[src/rtl/coin_change_dispenser_if.sv]
// Handshake bundle between the vending controller, coin hopper and dispenser.
// The slave side is the dispenser; the master side drives request and ack.
interface coin_change_dispenser_if #(
  parameter int TOTAL_BITS = 31
);
  logic                  i_return_req;
  logic [TOTAL_BITS-1:0] i_total;
  logic                  i_coin_ack;
  logic                  o_busy;
  logic                  o_coin_valid;
  logic [2:0]            o_coin_sel;
  logic [TOTAL_BITS-1:0] o_remaining;
  logic [TOTAL_BITS-1:0] o_dispensed;
  logic                  o_done;
  logic                  o_fault;

  modport master (
    output i_return_req, i_total, i_coin_ack,
    input  o_busy, o_coin_valid, o_coin_sel,
    input  o_remaining, o_dispensed, o_done, o_fault
  );

  modport slave (
    input  i_return_req, i_total, i_coin_ack,
    output o_busy, o_coin_valid, o_coin_sel,
    output o_remaining, o_dispensed, o_done, o_fault
  );
endinterface

[src/rtl/coin_change_dispenser.sv]
// Greedy coin payout: latches the balance and hands coins to the hopper
// one at a time, largest first, with a per-coin ack timeout.
module coin_change_dispenser #(
  parameter int TOTAL_BITS  = 31,
  parameter int COIN0_VAL   = 100,
  parameter int COIN1_VAL   = 500,
  parameter int COIN2_VAL   = 1000,
  parameter int ACK_TIMEOUT = 16
) (
  input logic                    clk,
  input logic                    reset_n,
  coin_change_dispenser_if.slave bus
);

  localparam int CW =
    (ACK_TIMEOUT > 1) ? $clog2(ACK_TIMEOUT) : 1;

  localparam logic [TOTAL_BITS-1:0] C0 =
    TOTAL_BITS'(COIN0_VAL);
  localparam logic [TOTAL_BITS-1:0] C1 =
    TOTAL_BITS'(COIN1_VAL);
  localparam logic [TOTAL_BITS-1:0] C2 =
    TOTAL_BITS'(COIN2_VAL);
  localparam logic [CW-1:0] CNT_LAST =
    CW'(ACK_TIMEOUT - 1);

  typedef enum logic [1:0] {
    IDLE,
    SELECT,
    DISPENSE,
    DONE
  } state_t;

  state_t                state_q, state_d;
  logic                  busy_q, busy_d;
  logic                  valid_q, valid_d;
  logic [2:0]            sel_q, sel_d;
  logic [TOTAL_BITS-1:0] rem_q, rem_d;
  logic [TOTAL_BITS-1:0] disp_q, disp_d;
  logic                  done_q, done_d;
  logic                  fault_q, fault_d;
  logic [CW-1:0]         cnt_q, cnt_d;
  logic [TOTAL_BITS-1:0] coin_val;

  always_ff @(posedge clk) begin
    if (!reset_n) begin
      state_q <= IDLE;
      busy_q  <= 1'b0;
      valid_q <= 1'b0;
      sel_q   <= '0;
      rem_q   <= '0;
      disp_q  <= '0;
      done_q  <= 1'b0;
      fault_q <= 1'b0;
      cnt_q   <= '0;
    end else begin
      state_q <= state_d;
      busy_q  <= busy_d;
      valid_q <= valid_d;
      sel_q   <= sel_d;
      rem_q   <= rem_d;
      disp_q  <= disp_d;
      done_q  <= done_d;
      fault_q <= fault_d;
      cnt_q   <= cnt_d;
    end
  end

  always_comb begin
    coin_val = '0;
    unique case (1'b1)
      sel_q[2]: coin_val = C2;
      sel_q[1]: coin_val = C1;
      sel_q[0]: coin_val = C0;
      default:  coin_val = '0;
    endcase
  end

  always_comb begin
    state_d = state_q;
    valid_d = valid_q;
    sel_d   = sel_q;
    rem_d   = rem_q;
    disp_d  = disp_q;
    fault_d = fault_q;
    cnt_d   = cnt_q;
    done_d  = 1'b0;
    unique case (state_q)
      IDLE: begin
        if (bus.i_return_req) begin
          rem_d   = bus.i_total;
          disp_d  = '0;
          fault_d = 1'b0;
          state_d = SELECT;
        end
      end
      SELECT: begin
        cnt_d = '0;
        if (rem_q >= C2) begin
          sel_d   = 3'b100;
          valid_d = 1'b1;
          state_d = DISPENSE;
        end else if (rem_q >= C1) begin
          sel_d   = 3'b010;
          valid_d = 1'b1;
          state_d = DISPENSE;
        end else if (rem_q >= C0) begin
          sel_d   = 3'b001;
          valid_d = 1'b1;
          state_d = DISPENSE;
        end else begin
          state_d = DONE;
        end
      end
      DISPENSE: begin
        // ack wins over a timeout expiring on the same edge
        if (bus.i_coin_ack) begin
          rem_d   = rem_q - coin_val;
          disp_d  = disp_q + coin_val;
          valid_d = 1'b0;
          sel_d   = '0;
          state_d = SELECT;
        end else if (cnt_q == CNT_LAST) begin
          fault_d = 1'b1;
          valid_d = 1'b0;
          sel_d   = '0;
          state_d = DONE;
        end else begin
          cnt_d = cnt_q + CW'(1);
        end
      end
      DONE: begin
        done_d  = 1'b1;
        state_d = IDLE;
      end
      default: state_d = IDLE;
    endcase
    busy_d = (state_d != IDLE);
  end

  assign bus.o_busy       = busy_q;
  assign bus.o_coin_valid = valid_q;
  assign bus.o_coin_sel   = sel_q;
  assign bus.o_remaining  = rem_q;
  assign bus.o_dispensed  = disp_q;
  assign bus.o_done       = done_q;
  assign bus.o_fault      = fault_q;

endmodule
[src/flat_wrapper.sv]
// flat-port wrapper written by rule: the top's interface ports become plain ports
module coin_change_dispenser_flat 
#(
  parameter int TOTAL_BITS  = 31,
  parameter int COIN0_VAL   = 100,
  parameter int COIN1_VAL   = 500,
  parameter int COIN2_VAL   = 1000,
  parameter int ACK_TIMEOUT = 16
)
  (clk, reset_n, bus_i_return_req, bus_i_total, bus_i_coin_ack, bus_o_busy, bus_o_coin_valid, bus_o_coin_sel, bus_o_remaining, bus_o_dispensed, bus_o_done, bus_o_fault);
  coin_change_dispenser_if #(.TOTAL_BITS(TOTAL_BITS)) bus_i ();
  input logic clk;
  input logic reset_n;
  input wire logic [$bits(bus_i.i_return_req)-1:0] bus_i_return_req;
  input wire logic [$bits(bus_i.i_total)-1:0] bus_i_total;
  input wire logic [$bits(bus_i.i_coin_ack)-1:0] bus_i_coin_ack;
  output wire logic [$bits(bus_i.o_busy)-1:0] bus_o_busy;
  output wire logic [$bits(bus_i.o_coin_valid)-1:0] bus_o_coin_valid;
  output wire logic [$bits(bus_i.o_coin_sel)-1:0] bus_o_coin_sel;
  output wire logic [$bits(bus_i.o_remaining)-1:0] bus_o_remaining;
  output wire logic [$bits(bus_i.o_dispensed)-1:0] bus_o_dispensed;
  output wire logic [$bits(bus_i.o_done)-1:0] bus_o_done;
  output wire logic [$bits(bus_i.o_fault)-1:0] bus_o_fault;
  assign bus_i.i_return_req = bus_i_return_req;
  assign bus_i.i_total = bus_i_total;
  assign bus_i.i_coin_ack = bus_i_coin_ack;
  assign bus_o_busy = bus_i.o_busy;
  assign bus_o_coin_valid = bus_i.o_coin_valid;
  assign bus_o_coin_sel = bus_i.o_coin_sel;
  assign bus_o_remaining = bus_i.o_remaining;
  assign bus_o_dispensed = bus_i.o_dispensed;
  assign bus_o_done = bus_i.o_done;
  assign bus_o_fault = bus_i.o_fault;
  coin_change_dispenser #(.TOTAL_BITS(TOTAL_BITS), .COIN0_VAL(COIN0_VAL), .COIN1_VAL(COIN1_VAL), .COIN2_VAL(COIN2_VAL), .ACK_TIMEOUT(ACK_TIMEOUT)) u_core (.clk(clk), .reset_n(reset_n), .bus(bus_i));
endmodule
[config.mk]
export PLATFORM = sky130hd
export DESIGN_NAME = coin_change_dispenser_flat
export DESIGN_NICKNAME = d
export VERILOG_FILES = /design/src/rtl/coin_change_dispenser_if.sv /design/src/rtl/coin_change_dispenser.sv /design/src/flat_wrapper.sv
export SDC_FILE = /design/constraint.sdc
export NUM_CORES = 1
export LEC_CHECK = 0
export BUFFER_PORTS_ARGS = -buffer_cell sky130_fd_sc_hd__buf_2
export CORE_MARGIN = 3
export CORE_UTILIZATION = 30
export CTS_CLUSTER_SIZE = 24
export DETAILED_ROUTE_END_ITERATION = 8
export PLACE_DENSITY = 0.52
export SYNTH_ARGS = -nofsm -noshare
export SYNTH_HDL_FRONTEND = slang
export SYNTH_SLANG_ARGS = --single-unit
[constraint.sdc]
create_clock -name clk -period 5.9 [get_ports clk]
set_clock_uncertainty 0.2 [all_clocks]
set_input_delay 0.295 -clock clk [delete_from_list [all_inputs] [get_ports clk]]
set_output_delay 0.295 -clock clk [all_outputs]
set_load 0.05 [all_outputs]
# Word-level counts from Yosys, hierarchy flattened
# Index checks and enable logic that the tools add are counted.
# classes
n_addsub	3
multipliers	0
n_div	0
order_cmp	3
eq_ne	11
n_shift	0
mux	34
bitwise_logic	0
reduce_logical	8
# op_table
op	count
two-way mux 31 bit	4
case mux 31 bit (2 select lines)	2
adder 31 x 10 -> 31 bit	1
>= comparator 31 x 10 -> 1 bit, second input constant	1
>= comparator 31 x 7 -> 1 bit, second input constant	1
>= comparator 31 x 9 -> 1 bit, second input constant	1
subtractor 31 x 10 -> 31 bit	1
case mux 10 bit (3 select lines)	1
two-way mux 3 bit	5
two-way mux 1 bit	10
two-way mux 2 bit	5
AND reduction 3 bit	3
two-way mux 4 bit	2
!= test 2 bit, second input constant	4
case mux 2 bit (4 select lines)	1
case mux 4 bit (2 select lines)	1
case mux 3 bit (2 select lines)	1
nonzero test 2 bit	3
adder 4 x 1 -> 4 bit, second input constant	1
== test 2 bit, second input constant	2
== test 4 bit, second input constant	1
!= test 4 x 1 -> 1 bit, second input constant	1
case mux 1 bit (2 select lines)	2
AND reduction 4 bit	1
other kinds (4)	4
# totals
reg_bits	75
latch_bits	0
ram_bits	0
mem_bits_ro	0
inputBits	35
out_inout_bits	69
elab_cells	68
n_memories	0

# Longest topological paths before layout
# logic_depth
depth_word	6
mapped_depth	11

# Least setup slack after synthesis
# OpenSTA, ideal clock, no wires.
# synth_path
path_kind	flip-flop to flip-flop
startpoint	register u_core.sel_q[1], in the netlist u_core.bus.o_coin_sel[1]
endpoint	register u_core.rem_q[24], in the netlist u_core.bus.o_remaining[24]
setup_ns	0.079
arrival_ns	3.039
required_time_ns	5.621
setup_slack_ns	2.582
path_stages_with_launch	12
path_buffers	1
period_less_slack_ns	3.318
path_cell_list	dfxtp_1 -> or2_2 -> ha_1 -> inv_1 -> fa_1 -> a211oi_1 -> nor4_1 -> or4b_1 -> buf_4 -> o31ai_2 -> a21oi_1 -> a211oi_2
# synth_between
elab_chain_cells	4
# synth_lines
item	line	rtl
from (decl)	coin_change_dispenser.sv:37	logic [2:0] sel_q, sel_d;
from (signal assigned)	coin_change_dispenser.sv:60	sel_q <= sel_d;
case mux 10 bit (3 select lines)	coin_change_dispenser.sv:71	unique case (1'b1)
subtractor 31 x 10 -> 31 bit	coin_change_dispenser.sv:118	rem_d = rem_q - coin_val;
two-way mux 31 bit	coin_change_dispenser.sv:117	if (bus.i_coin_ack) begin
case mux 31 bit (2 select lines)	coin_change_dispenser.sv:88	unique case (state_q)
to (signal assigned)	coin_change_dispenser.sv:61	rem_q <= rem_d;
to (decl)	coin_change_dispenser.sv:38	logic [TOTAL_BITS-1:0] rem_q, rem_d;
# Every way passes these cells. The select of a mux whose other input is x is not followed.
# A chain may end at the register's enable or synchronous reset.

# Worst setup path in the final report
# Ends and elaborated chain as after synthesis.

==> run summary <==
Reg power frac - 0.321
reg-to-reg endpoint - u_core.bus.o_remaining[24]
relative slew slack - 0.2826
Clk pwr share - 0.325
num ports - 104
nets@finish - 712
Post-synth EDFFs - 0
Synth area leaders - dfxtp_1 33%, nor2_1 6.2%, ha_1 5.9%
post-DR wirelength/cell - 17.57 um
worst slew pin tran - 1.071 ns
Leakage - 2.226 nW
total gr overflow - 0
first-pass GRT wire length - 23,560 um
ys flop type - dfxtp_1
Worst Hold End - u_core.bus.o_remaining[1]
CP Launch Type - flip-flop
Die Area - 16,270 um2
Arrival @ worst endpoint - 3.45 ns
Peak VDD IR - 0.1520 mV
post-cts resize count - 0
CTS Buf Count - 9
CP Capture Type - flip-flop
sw frac - 0.4018
Initial DRT Pass Iterations - 5
DP HPWL - 10,430 um
Initial DRC Count - 437
most common library cells after synthesis - 73 x dfxtp_1, 73 x nor2_1, 48 x nand2_1
Seq/Total Area, Yosys - 0.3298
initial antenna violation count - 0
Max FO, Critical Path - 10
post-synthesis cell count - 567
MaxCap Viol Count - 0
Synth async-reset ratio - 0
Vias per Instance - 5.542
Yosys top cell by area - dfxtp_1
final hold violations - 0
initial core utilization - 0.3132
Post-Syn Area - 4432 um2
vias in the first global route - 4,400
largest delay contributor family on the critical path - simple AND/OR/NAND/NOR gates
Gate power share - 0.354
Critical Path, Cell by Cell - or2_2 -> ha_1 -> inv_1 -> fa_1 -> a211oi_1 -> nor4_1 -> or4b_1 -> o32ai_1 -> a211oi_2
H-tree level count - 3
Setup TNS Final - 0 ns
Synth-to-Final Area Change - 21.91%
Hold Startpoint - bus_i_total[1]
share of cells above drive strength 1 - 0.1988
CTS Root Cell - clkbuf_16
FF-to-FF setup slack - 2.47 ns
ANT cells - 0
area fraction of the dominant cell type after synthesis - 0.3298
RSZ-0062 raised after global routing - no
setup violators final - 0
Max stage delay on crit path - 0.79 ns
PortBufs - 101
clock sinks - 73
Slew Limit Fails - 0
core area - 14,150 um2
Rows - 43
vias - 4,650
worst endpoint required time - 5.92 ns
WL final - 14,740 um
Hold Crit Class - input pin to flip-flop
Worst-path clk slew - 0.06 ns
RR Startpoint - u_core.bus.o_coin_sel[1]
Power Internal - 1.074 mW
Avg Inst Size Synth - 7.816 um2
synthesis warning total - 0
DRC viols - 0
pwr dens - 332.3 nW/um2
fin util - 0.3818
Seq cells post-synth - 73
P_sw - 0.7215 mW
Setup CP Type - flip-flop to flip-flop
die extent in y - 127.5 um
Bufs and invs on worst path - 1
CTS tree - built
die width - 127.5 um
Crit-path slowest cell - or4b_1
Fmax - 291.6 MHz
hold path depth - 3
Yosys cell types - 64
gr usage total - 0.1818
pin count of the biggest net entering global routing - 48
Final Wtd Congestion - 0.8211
Clk Latency, worst-skew pair - 0.35 ns
clk buf depth - 2
min cycle time layout - 3.430 ns
postcts setup bufs - 0
r2r worst-path depth - 9
Final period util - 0.5813
status - completed
ANT nets after route - 0
-- final cells by class --
| cell class | count | area [um2] |
|---|---|---|
| inverters | 16 | 60.06 |
| flip-flops and latches | 73 | 1461 |
| clock buffers | 12 | 256.5 |
| multi-input cells | 445 | 2778 |
| clock inverters | 4 | 51.30 |
| repair buffers | 109 | 570.5 |
| fillers | 1456 | 8747 |
| well taps | 180 | 225.2 |
-- power groups by stage --
stage	clock [mW]	combinational (mW)	sequential [mW]
after floorplan	0	0.370	0.680
after global placement	0	0.625	0.588
after detailed placement	0	0.627	0.587
after CTS	0.594	0.632	0.577
after global routing	0.617	0.694	0.584
final	0.583	0.635	0.577
-- metal layers --
metal  wire (um)  GRT usage
met4         315    0.07192
met1        6913     0.2517
met5           0          0
met3         958    0.03763
met2        6551     0.2766
-- flip-flops by register name, summed over array words and instances (netlist names) --
register                 flops
u_core.bus.o_remaining      31
u_core.bus.o_coin_sel        3
u_core.bus.o_done            1
u_core.bus.o_busy            1
u_core.bus.o_dispensed      29
u_core.state_q               2
u_core.bus.o_fault           1
u_core.bus.o_coin_valid      1
u_core.cnt_q                 4
-- logic make-up (layout without fill, tap and decap cells) --
| logic type | after synthesis | in the layout | share of synthesized area |
|---|---|---|---|
| DFF | 73 | 73 | 0.3298 |
| xor gates and xnor gates | 27 | 27 | 0.05336 |
| muxes | 8 | 8 | 0.01835 |
| other | 1 | 2 | 0.0008462 |
| adders and majority gates | 23 | 23 | 0.06832 |
| and+or+nand+nor | 237 | 237 | 0.2648 |
| buffers and inverters | 50 | 141 | 0.04545 |
| AOI/OAI and AO/OA | 148 | 148 | 0.2191 |
-- per-stage QoR --
stage	instance area (um2)	power (mW)	worst slack (ns)	hold slack, ns	std cells
final	5403	1.796	2.471	0.009177	839
after global routing	5403	1.894	2.176	0.01013	839
after CTS	5403	1.803	2.512	0.001939	839
after detailed placement	5075	1.214	2.513	0.2583	821
after global placement	5075	1.213	2.522	0.2543	821
after floorplan	4436	1.050	2.582	0.2310	568
-- repair_timing --
action,in CTS,in global routing
hold buffers,2,0
endpoints found under the hold margin,2,0
setup endpoints to repair,0,0
-- tightest hold or removal path, cell delays in order --
cell and delay [ns]:
buf_2 0.11, nand2_1 0.05, a21oi_1 0.05
-- how the worst max path moves through the flow --
stage	startpoint	end	depth (start not counted)
after detailed placement	u_core.bus.o_coin_sel[2]	u_core.bus.o_remaining[30]	9
after floorplan	u_core.bus.o_coin_sel[1]	u_core.bus.o_remaining[24]	11
final	u_core.bus.o_coin_sel[1]	u_core.bus.o_remaining[24]	9
after CTS	u_core.bus.o_coin_sel[1]	u_core.bus.o_remaining[24]	10
after global placement	u_core.bus.o_coin_sel[2]	u_core.bus.o_remaining[24]	8
after global routing	u_core.state_q[0]	u_core.bus.o_dispensed[18]	8
-- cell usage in the layout (no fill, tap or decap), types with 3 or more instances in the layout --
cell,netlist,routed
a221oi_1,3,3
o21ai_1,3,3
nand4_1,12,12
nor2b_1,4,4
nor4b_1,3,3
a21o_1,4,4
o311ai_1,4,4
nand3_1,13,13
and3_1,12,12
nor2_1,73,72
a31oi_1,6,6
clkbuf_16,0,9
a22oi_1,11,11
or4_1,6,6
nand2_1,48,48
a21oi_1,41,41
o22ai_1,5,5
nor3_1,19,19
buf_2,2,101
buf_4,3,6
ha_1,21,21
o21ai_0,26,26
inv_1,15,15
xnor2_1,23,23
xor2_1,4,4
nand2b_1,6,5
mux2i_1,7,7
o311ai_0,3,3
or3_1,15,15
nor4_1,16,16
a222oi_1,3,3
o211ai_1,8,8
a211oi_1,9,9
dfxtp_1,73,73
Power figures use the tool's default switching activity.
